===== config.mk =====
export PLATFORM = sky130hd
export DESIGN_NAME = sync_fifo_flagged_flat
export DESIGN_NICKNAME = d
export VERILOG_FILES = /design/src/rtl/sync_fifo_flagged_if.sv /design/src/rtl/sync_fifo_flagged.sv /design/src/flat_wrapper.sv
export SDC_FILE = /design/constraint.sdc
export NUM_CORES = 1
export LEC_CHECK = 0
export ABC_AREA = 1
export ABC_CLOCK_PERIOD_IN_PS = 2900
export CAP_MARGIN = 20
export CORE_ASPECT_RATIO = 1.4
export CORE_UTILIZATION = 25
export DETAILED_ROUTE_END_ITERATION = 16
export PLACE_DENSITY = 0.39
export SLEW_MARGIN = 20
export SYNTH_ARGS = -nofsm -noshare
export SYNTH_HDL_FRONTEND = slang
export SYNTH_SLANG_ARGS = --single-unit
export TNS_END_PERCENT = 1

===== constraint.sdc =====
create_clock -name clk -period 2.9 [get_ports clk]
set_input_delay 0.87 -clock clk [delete_from_list [all_inputs] [get_ports clk]]
set_output_delay 0.87 -clock clk [all_outputs]
set_load 0.01 [all_outputs]

===== src/rtl/sync_fifo_flagged_if.sv =====
// Handshake and status bundle between a sync_fifo_flagged instance and the
// producer/consumer logic that shares its clock.
interface sync_fifo_flagged_if #(
  parameter int WIDTH = 16,
  parameter int CNT_W = 4
) ();
  logic [WIDTH-1:0] data_in;
  logic             w_en;
  logic             r_en;
  logic [WIDTH-1:0] data_out;
  logic             wr_ack;
  logic             overflow;
  logic             underflow;
  logic             full;
  logic             empty;
  logic             almostfull;
  logic             almostempty;
  logic             half_full;
  logic [CNT_W-1:0] count;

  modport master (
    output data_in, w_en, r_en,
    input  data_out, wr_ack, overflow, underflow, full, empty,
           almostfull, almostempty, half_full, count
  );

  modport slave (
    input  data_in, w_en, r_en,
    output data_out, wr_ack, overflow, underflow, full, empty,
           almostfull, almostempty, half_full, count
  );
endinterface


===== src/rtl/sync_fifo_flagged.sv =====
// Single-clock FIFO with write acknowledge, overflow/underflow strobes,
// threshold flags, occupancy count and optional first-word-fall-through read.
module sync_fifo_flagged #(
  parameter int FIFO_WIDTH    = 16,
  parameter int FIFO_DEPTH    = 8,
  parameter int AFULL_THRESH  = FIFO_DEPTH - 1,
  parameter int AEMPTY_THRESH = 1,
  parameter bit FWFT          = 1'b0
) (
  input logic           clk,
  input logic           rst,
  sync_fifo_flagged_if.slave fifo
);

  localparam int PTR_W = (FIFO_DEPTH > 1) ? $clog2(FIFO_DEPTH) : 1;
  localparam int CNT_W = $clog2(FIFO_DEPTH + 1);

  localparam logic [PTR_W-1:0] LAST_PTR = PTR_W'(FIFO_DEPTH - 1);
  localparam logic [CNT_W-1:0] DEPTH_C  = CNT_W'(FIFO_DEPTH);
  localparam logic [CNT_W-1:0] AFULL_C  = CNT_W'(AFULL_THRESH);
  localparam logic [CNT_W-1:0] AEMPTY_C = CNT_W'(AEMPTY_THRESH);
  localparam logic [CNT_W-1:0] HALF_C   = CNT_W'(FIFO_DEPTH / 2);

  if (FIFO_DEPTH < 2) begin : g_bad_depth
    $error("sync_fifo_flagged: FIFO_DEPTH must be at least 2");
  end
  if (FIFO_WIDTH < 1) begin : g_bad_width
    $error("sync_fifo_flagged: FIFO_WIDTH must be at least 1");
  end
  if (AFULL_THRESH < 1 || AFULL_THRESH > FIFO_DEPTH - 1) begin : g_bad_afull
    $error("sync_fifo_flagged: AFULL_THRESH must be in 1..FIFO_DEPTH-1");
  end
  if (AEMPTY_THRESH < 0 || AEMPTY_THRESH > FIFO_DEPTH - 1) begin : g_bad_aempty
    $error("sync_fifo_flagged: AEMPTY_THRESH must be in 0..FIFO_DEPTH-1");
  end

  logic [FIFO_WIDTH-1:0] mem_q [FIFO_DEPTH];

  logic [PTR_W-1:0]      wr_ptr_q, wr_ptr_d;
  logic [PTR_W-1:0]      rd_ptr_q, rd_ptr_d;
  logic [CNT_W-1:0]      count_q, count_d;
  logic [FIFO_WIDTH-1:0] data_out_q, data_out_d;
  logic                  wr_ack_q, wr_ack_d;
  logic                  overflow_q, overflow_d;
  logic                  underflow_q, underflow_d;

  logic                  full, empty;
  logic                  wr_acc, rd_acc;
  logic [FIFO_WIDTH-1:0] head_word;

  assign full      = (count_q == DEPTH_C);
  assign empty     = (count_q == '0);
  assign wr_acc    = fifo.w_en & ~full;
  assign rd_acc    = fifo.r_en & ~empty;
  assign head_word = empty ? '0 : mem_q[rd_ptr_q];

  always_comb begin
    wr_ptr_d    = wr_ptr_q;
    rd_ptr_d    = rd_ptr_q;
    count_d     = count_q;
    data_out_d  = data_out_q;
    wr_ack_d    = wr_acc;
    overflow_d  = fifo.w_en & full;
    underflow_d = fifo.r_en & empty;

    if (wr_acc) begin
      wr_ptr_d = (wr_ptr_q == LAST_PTR) ? '0 : wr_ptr_q + 1'b1;
    end
    if (rd_acc) begin
      rd_ptr_d   = (rd_ptr_q == LAST_PTR) ? '0 : rd_ptr_q + 1'b1;
      data_out_d = mem_q[rd_ptr_q];
    end

    if (wr_acc && !rd_acc) begin
      count_d = count_q + 1'b1;
    end else if (rd_acc && !wr_acc) begin
      count_d = count_q - 1'b1;
    end
  end

  always_ff @(posedge clk) begin
    if (rst) begin
      wr_ptr_q    <= '0;
      rd_ptr_q    <= '0;
      count_q     <= '0;
      data_out_q  <= '0;
      wr_ack_q    <= 1'b0;
      overflow_q  <= 1'b0;
      underflow_q <= 1'b0;
    end else begin
      wr_ptr_q    <= wr_ptr_d;
      rd_ptr_q    <= rd_ptr_d;
      count_q     <= count_d;
      data_out_q  <= data_out_d;
      wr_ack_q    <= wr_ack_d;
      overflow_q  <= overflow_d;
      underflow_q <= underflow_d;
    end
  end

  // Storage is deliberately left uncleared by reset; only occupancy matters.
  always_ff @(posedge clk) begin
    if (!rst && wr_acc) begin
      mem_q[wr_ptr_q] <= fifo.data_in;
    end
  end

  assign fifo.data_out    = FWFT ? head_word : data_out_q;
  assign fifo.wr_ack      = wr_ack_q;
  assign fifo.overflow    = overflow_q;
  assign fifo.underflow   = underflow_q;
  assign fifo.full        = full;
  assign fifo.empty       = empty;
  assign fifo.almostfull  = (count_q >= AFULL_C) && (count_q < DEPTH_C);
  assign fifo.almostempty = (count_q <= AEMPTY_C) && (count_q != '0);
  assign fifo.half_full   = (count_q >= HALF_C);
  assign fifo.count       = count_q;

endmodule


===== src/flat_wrapper.sv =====
// flat-port wrapper written by rule: the top's interface ports become plain ports
module sync_fifo_flagged_flat 
#(
  parameter int FIFO_WIDTH    = 16,
  parameter int FIFO_DEPTH    = 8,
  parameter int AFULL_THRESH  = FIFO_DEPTH - 1,
  parameter int AEMPTY_THRESH = 1,
  parameter bit FWFT          = 1'b0
)
  (clk, rst, fifo_data_in, fifo_w_en, fifo_r_en, fifo_data_out, fifo_wr_ack, fifo_overflow, fifo_underflow, fifo_full, fifo_empty, fifo_almostfull, fifo_almostempty, fifo_half_full, fifo_count);
  sync_fifo_flagged_if #(.WIDTH(16), .CNT_W(4)) fifo_i ();
  input logic clk;
  input logic rst;
  input wire logic [$bits(fifo_i.data_in)-1:0] fifo_data_in;
  input wire logic [$bits(fifo_i.w_en)-1:0] fifo_w_en;
  input wire logic [$bits(fifo_i.r_en)-1:0] fifo_r_en;
  output wire logic [$bits(fifo_i.data_out)-1:0] fifo_data_out;
  output wire logic [$bits(fifo_i.wr_ack)-1:0] fifo_wr_ack;
  output wire logic [$bits(fifo_i.overflow)-1:0] fifo_overflow;
  output wire logic [$bits(fifo_i.underflow)-1:0] fifo_underflow;
  output wire logic [$bits(fifo_i.full)-1:0] fifo_full;
  output wire logic [$bits(fifo_i.empty)-1:0] fifo_empty;
  output wire logic [$bits(fifo_i.almostfull)-1:0] fifo_almostfull;
  output wire logic [$bits(fifo_i.almostempty)-1:0] fifo_almostempty;
  output wire logic [$bits(fifo_i.half_full)-1:0] fifo_half_full;
  output wire logic [$bits(fifo_i.count)-1:0] fifo_count;
  assign fifo_i.data_in = fifo_data_in;
  assign fifo_i.w_en = fifo_w_en;
  assign fifo_i.r_en = fifo_r_en;
  assign fifo_data_out = fifo_i.data_out;
  assign fifo_wr_ack = fifo_i.wr_ack;
  assign fifo_overflow = fifo_i.overflow;
  assign fifo_underflow = fifo_i.underflow;
  assign fifo_full = fifo_i.full;
  assign fifo_empty = fifo_i.empty;
  assign fifo_almostfull = fifo_i.almostfull;
  assign fifo_almostempty = fifo_i.almostempty;
  assign fifo_half_full = fifo_i.half_full;
  assign fifo_count = fifo_i.count;
  sync_fifo_flagged #(.FIFO_WIDTH(FIFO_WIDTH), .FIFO_DEPTH(FIFO_DEPTH), .AFULL_THRESH(AFULL_THRESH), .AEMPTY_THRESH(AEMPTY_THRESH), .FWFT(FWFT)) u_core (.clk(clk), .rst(rst), .fifo(fifo_i));
endmodule

==> impl_metrics.ini, run 1 <==
[logic_synthesis]
yosysTopAreaCell = edfxtp_1
syn_area_sq_um = 6620
yosys-top-cells-count = nand2_1 (188), edfxtp_1 (128), inv_1 (110)
yosysSeqAreaShare_pct = 66.8
syn_inst = 652
synth_area_per_cell_sq_um = 10.2
ys.flop_type = edfxtp_1
yosys-top-cells-area = edfxtp_1 (58%), nand2_1 (11%), dfxtp_1 (8.8%)
async_reset_ff_share_pct = 0
synth_top_cell_area_share_pct = 58.0
ys_types = 22
yosysMostFrequentCell = nand2_1
synth_edf_count = 128
ys_warn_count = 0
ys_ff_latch = 157
synth_nets = 680

[floorplan]
die_area_sq_um = 27200
io_pins = 48
die_width_um = 140
rows = 70
coreArea_sq_um = 26100
fp.dieH_um = 195
initial_core_util_pct = 25.4

[detailed_routing]
wl_um = 16800
drc_errors = 0
ant_nets = 0
drt_iter0_drc = 309
wire_per_inst_um = 16.1
via_per_inst = 4.18
route.vias.total = 4357
dr.pass1.iters = 6

[worst_setup_path]
crit_fanout = 5
r2r-start = u_core.fifo.count[1]
critical_path.top_delay_family = buffers and inverters
r2r_cells = 10
worst_setup_path_end_kind = primary output
crit_top_cell = inv_1
slowest_stage = clkdlybuf4s50_1
worstPathRequired_ps = 2030
path_cells = inv_1, ha_2, nand3_1, inv_1, clkdlybuf4s50_1
crit_buf_inv = 3
path_class = reg -> out
startpoint_type = flop
critPathArrivalTime_ps = 1880
r2r_slack_ps = 920
critical-path-max-stage-delay_ps = 540
r2r-end = u_core.fifo.count[2]

[global_routing]
grt_antenna_before_repair = 0
grt_use_total_pct = 13.1
grt_pass1_vias = 4331
grt_max_degree = 67
grt_pass1_wl_um = 25900
grt.overflow.total = 0

[clock_network]
path_clk_slew_ps = 70
cts_buffers = 17
hold_buffers = 0
cts.repair.resized = 0
cts_tree = built
worstSkewPairLatency_ps = 430
cts-root-buf = clkbuf_16
post-cts-setup-buffers = 0
clock-sinks = 157
cts_max_path_buffers = 2
htreeDepth = 4

[timing]
finalSetupTns_ps = 0
tightest_slew_ps = 753
setup_ws_ps = 153
rsz0062_at_grt = false
slew_viol_final = 0
period_minus_slack_ps = 2750
hold_violations = 0
min_period_over_period_pct = 94.7
clock.fmax_mhz = 364
finalClockSkew_ps = 10.0
setup_viol = 0
relSlewSlack_pct = 49.8

[status]
status = finished clean

[power_and_ir_drop]
power.density_nw_per_um2 = 847
power_mw = 6.87
power.leakage_nw = 3.27
ir_drop_uv = 372

[hold_path]
hold_start = u_core.fifo.data_out[1]
whs_endpoint = u_core.fifo.data_out[1]
whs_path_depth = 2
hold_class = reg -> reg

[cells_and_area]
fin_util_pct = 31.1
drive_gt1_share_pct = 7.66
area_growth_pct = 22.4
nNetsFinal = 733
num_antenna_cells = 0

[placed_design]
dp_hpwl_um = 10900
portBuffers = 47
place_ws_ps = 312
gp_congestion = 0.792

[job]
maxCapViolations = 0
[layout by cell type (no fill, tap or decap), drive strengths merged]
master	netlist	routed
a211oi	2	2
a21oi	27	27
buf	26	16
bufinv	0	1
clkbuf	3	18
clkdlybuf4s50	0	47
clkinv	1	4
clkinvlp	0	5
dfxtp	29	29
edfxtp	128	128
ha	8	8
inv	113	118
nand2	189	189
nand3	99	99
nor2	14	14
nor3	2	2
nor3b	1	1
o21ai	9	9
xnor2	1	1
[tightest hold or removal path, cell delays in order, from the launching register on]
cell and delay [ps]:
dfxtp_1 310, nand2_1 60, a21oi_1 50
[metrics by stage]
stage,area (sq um),hold WS [ps],std cells
finish,8110,465,1042
global placement,7540,454,1010
detailed placement,7540,457,1010
CTS,8100,468,1042
global route,8110,492,1042
floorplan,6620,474,652
[layout make-up]
type	count	area (sq um)
multi-input combinational	352	1590
tap	324	405
sequential	157	4430
inverter	114	428
clock buffer	18	429
timing repair buffer	63	691
fill	2657	18000
clock inverter	14	135
[power breakdown]
group	internal (mW)	switching (mW)	total, mW
clock network	1.19	0.934	2.13
registers	2.64	0.123	2.76
logic	0.731	1.25	1.98
[state kept, by name, indices dropped and copies added (netlist names)]
signal,count
u_core.wr_ptr_q,3
u_core.fifo.overflow,1
u_core.mem_q,128
u_core.fifo.wr_ack,1
u_core.rd_ptr_q,3
u_core.fifo.underflow,1
u_core.fifo.data_out,16
u_core.fifo.count,4
[cell families after synthesis]
logic type      count (synthesis)  synth area share (%)
simple gates                  305                  19.4
compound gates                 38                  2.95
xor+xnor                        1                 0.132
buf+inv                       143                  9.24
flops                         157                  66.8
fa+ha+maj                       8                  1.51
[worst max-delay path by stage]
stage                                     from                  to  slack, ps  cells after the start
after detailed placement                   rst  u_core.mem_q[1][0]        310                      7
after floorplan                            rst  u_core.mem_q[0][0]        470                      5
final                     u_core.fifo.count[1]           fifo_full        150                      5
after global routing      u_core.fifo.count[1]           fifo_full          7                      5
after CTS                 u_core.fifo.count[0]    fifo_almostempty         10                      4
after global placement                     rst  u_core.mem_q[1][0]        310                      7
[per-layer routing]
metal	share of wire, %	global-route usage, %
met4	2.1	5.58
met5	0	0
met3	2.5	2.29
met2	47	20.5
met1	49	17.7
Power figures use the tool's default switching activity.
==> run 2: changes to the inputs <==
- ABC_CLOCK_PERIOD_IN_PS: 2900 -> 3100
- clock period: 2.9 -> 3.1 ns (I/O delays scaled with it)
==> run 2 against run 1 <==
  * Global-route usage increased by 0.29 points
  * Setup slack improved by 53 ps
  * Clock skew up 3.1 ps
  * Non-clock buffer count did not move
  * Highest routed layer unchanged
==> impl_metrics.ini, run 2 (synthesis results as in run 1) <==
[power_and_ir_drop]
clkPwrFrac_pct = 31.1
p_switching_mw = 2.11
internal_power_mw = 4.31
power.density_nw_per_um2 = 803
ir_drop_uv = 352
power.leakage_nw = 3.25
power_frac_seq_pct = 40.2
p_comb_share_pct = 28.8
switching_share_pct = 32.9

[floorplan]
fp.dieH_um = 195
io_pins = 48
initial_core_util_pct = 25.4
rows = 70
coreArea_sq_um = 26100
die_area_sq_um = 27200
die_width_um = 140

[cells_and_area]
instances_no_fill = 1041
fillers = 2678
num_antenna_cells = 0
drive_gt1_share_pct = 6.97
largest_register_ffs = 128
nNetsFinal = 733
area_growth_pct = 20.7
final_cell_mix = nand2_1 (188), edfxtp_1 (128), inv_1 (110)
layout_commonest_cell = nand2_1
top_register = u_core.mem_q
fin_area_sq_um = 7990

[worst_setup_path]
critical-path-max-stage-delay_ps = 560
worst_setup_path_end_kind = primary output
worstPathRequired_ps = 2170
critPathArrivalTime_ps = 1960
crit_fanout = 5
path_class = reg -> out
slowest_stage = clkdlybuf4s50_1
path_cells = inv_1, ha_1, nor3b_1, clkdlybuf4s50_1
startpoint_type = flop

[timing]
setup_viol = 0
slew_viol_final = 0
finalSetupTns_ps = 0
tightest_slew_ps = 767
clock.fmax_mhz = 346
period_minus_slack_ps = 2890
relSlewSlack_pct = 48.9
finalClockSkew_ps = 13.1
hold_violations = 0
min_period_over_period_pct = 93.4
rsz0062_at_grt = false

[global_routing]
grt_pass1_vias = 4307
grt_antenna_before_repair = 0
grt_pass1_wl_um = 26200
grt_max_degree = 66
grt.overflow.total = 0
grt_use_total_pct = 13.4

[clock_network]
post-cts-setup-buffers = 0
cts-root-buf = clkbuf_16
path_clk_slew_ps = 60
cts.repair.resized = 0
worstSkewPairLatency_ps = 430
cts_buffers = 17
clock-sinks = 157
cts_tree = built
hold_buffers = 0
cts_max_path_buffers = 2
htreeDepth = 4

[detailed_routing]
wire_per_inst_um = 16.5
ant_nets = 0
via_per_inst = 4.21
dr.pass1.iters = 6
drt_iter0_drc = 359
drc_errors = 0
route.vias.total = 4379
wl_um = 17200

[placed_design]
portBuffers = 47
dp.cells = 1010
dp_hpwl_um = 10900
gp_congestion = 0.737
place_area_sq_um = 7440

[job]
maxCapViolations = 0

[status]
status = finished clean

[hold_path]
hold_class = reg -> reg
[run 2: power groups by stage]
| stage | logic (mW) | clock network [mW] | registers, mW |
|---|---|---|---|
| final | 1.84 | 1.99 | 2.58 |
| after floorplan | 1.13 | 0 | 2.65 |
| after global placement | 1.86 | 0 | 2.62 |
| after CTS | 1.88 | 2.05 | 2.58 |
| after detailed placement | 1.87 | 0 | 2.62 |
| after global routing | 2.06 | 2.12 | 2.60 |
[run 2: stage by stage]
step	utilization [%]	worst slack, ps	total power [mW]	hold slack [ps]
floorplan	-	608	3.78	474
global placement	28.5	431	4.48	456
detailed placement	28.5	406	4.49	457
CTS	30.6	138	6.50	467
global route	30.6	38.5	6.78	479
finish	30.6	206	6.42	463
[run 2: final cells by class]
class                   count  area, sq um  share of cell area (%)
repair buffers             63          591                    7.39
inverters                 114          428                    5.35
flip-flops and latches    157         4430                    55.4
clock buffers              19          433                    5.42
well taps                 324          405                    5.07
multi-input cells         352         1590                    19.8
clock inverters            12          123                    1.53
[run 2: path summary, 6_finish.rpt]
kind / endpoint / slack [ps] / cells after the start / from
max: fifo_almostempty / 210 / 4 / u_core.fifo.count[1]
min: u_core.fifo.data_out[14] / 460 / 2 / u_core.fifo.data_out[14]
max reg2reg: u_core.mem_q[1][6] / 1000 / 8 / u_core.fifo.count[1]
min reg2reg: u_core.fifo.data_out[14] / 460 / 2 / u_core.fifo.data_out[14]
[run 2: per-layer routing]
layer | GRT usage, % | part of all wire (%) | vias up
met5 | 0 | 0 | -
met4 | 5.13 | 1.4 | 0
met3 | 2.32 | 2.9 | 14
met2 | 21.2 | 47 | 57
met1 | 18.2 | 49 | 2089
li1 | - | - | 2219
[run 2: worst max-delay path, delay by kind of cell, from the launching register on]
| kind | cells | cell delay [ps] |
|---|---|---|
| buffers and inverters | 2 | 670 |
| flip-flops | 1 | 410 |
| adder cells (fa/ha/maj) | 1 | 240 |
| AND/OR/NAND/NOR | 1 | 210 |
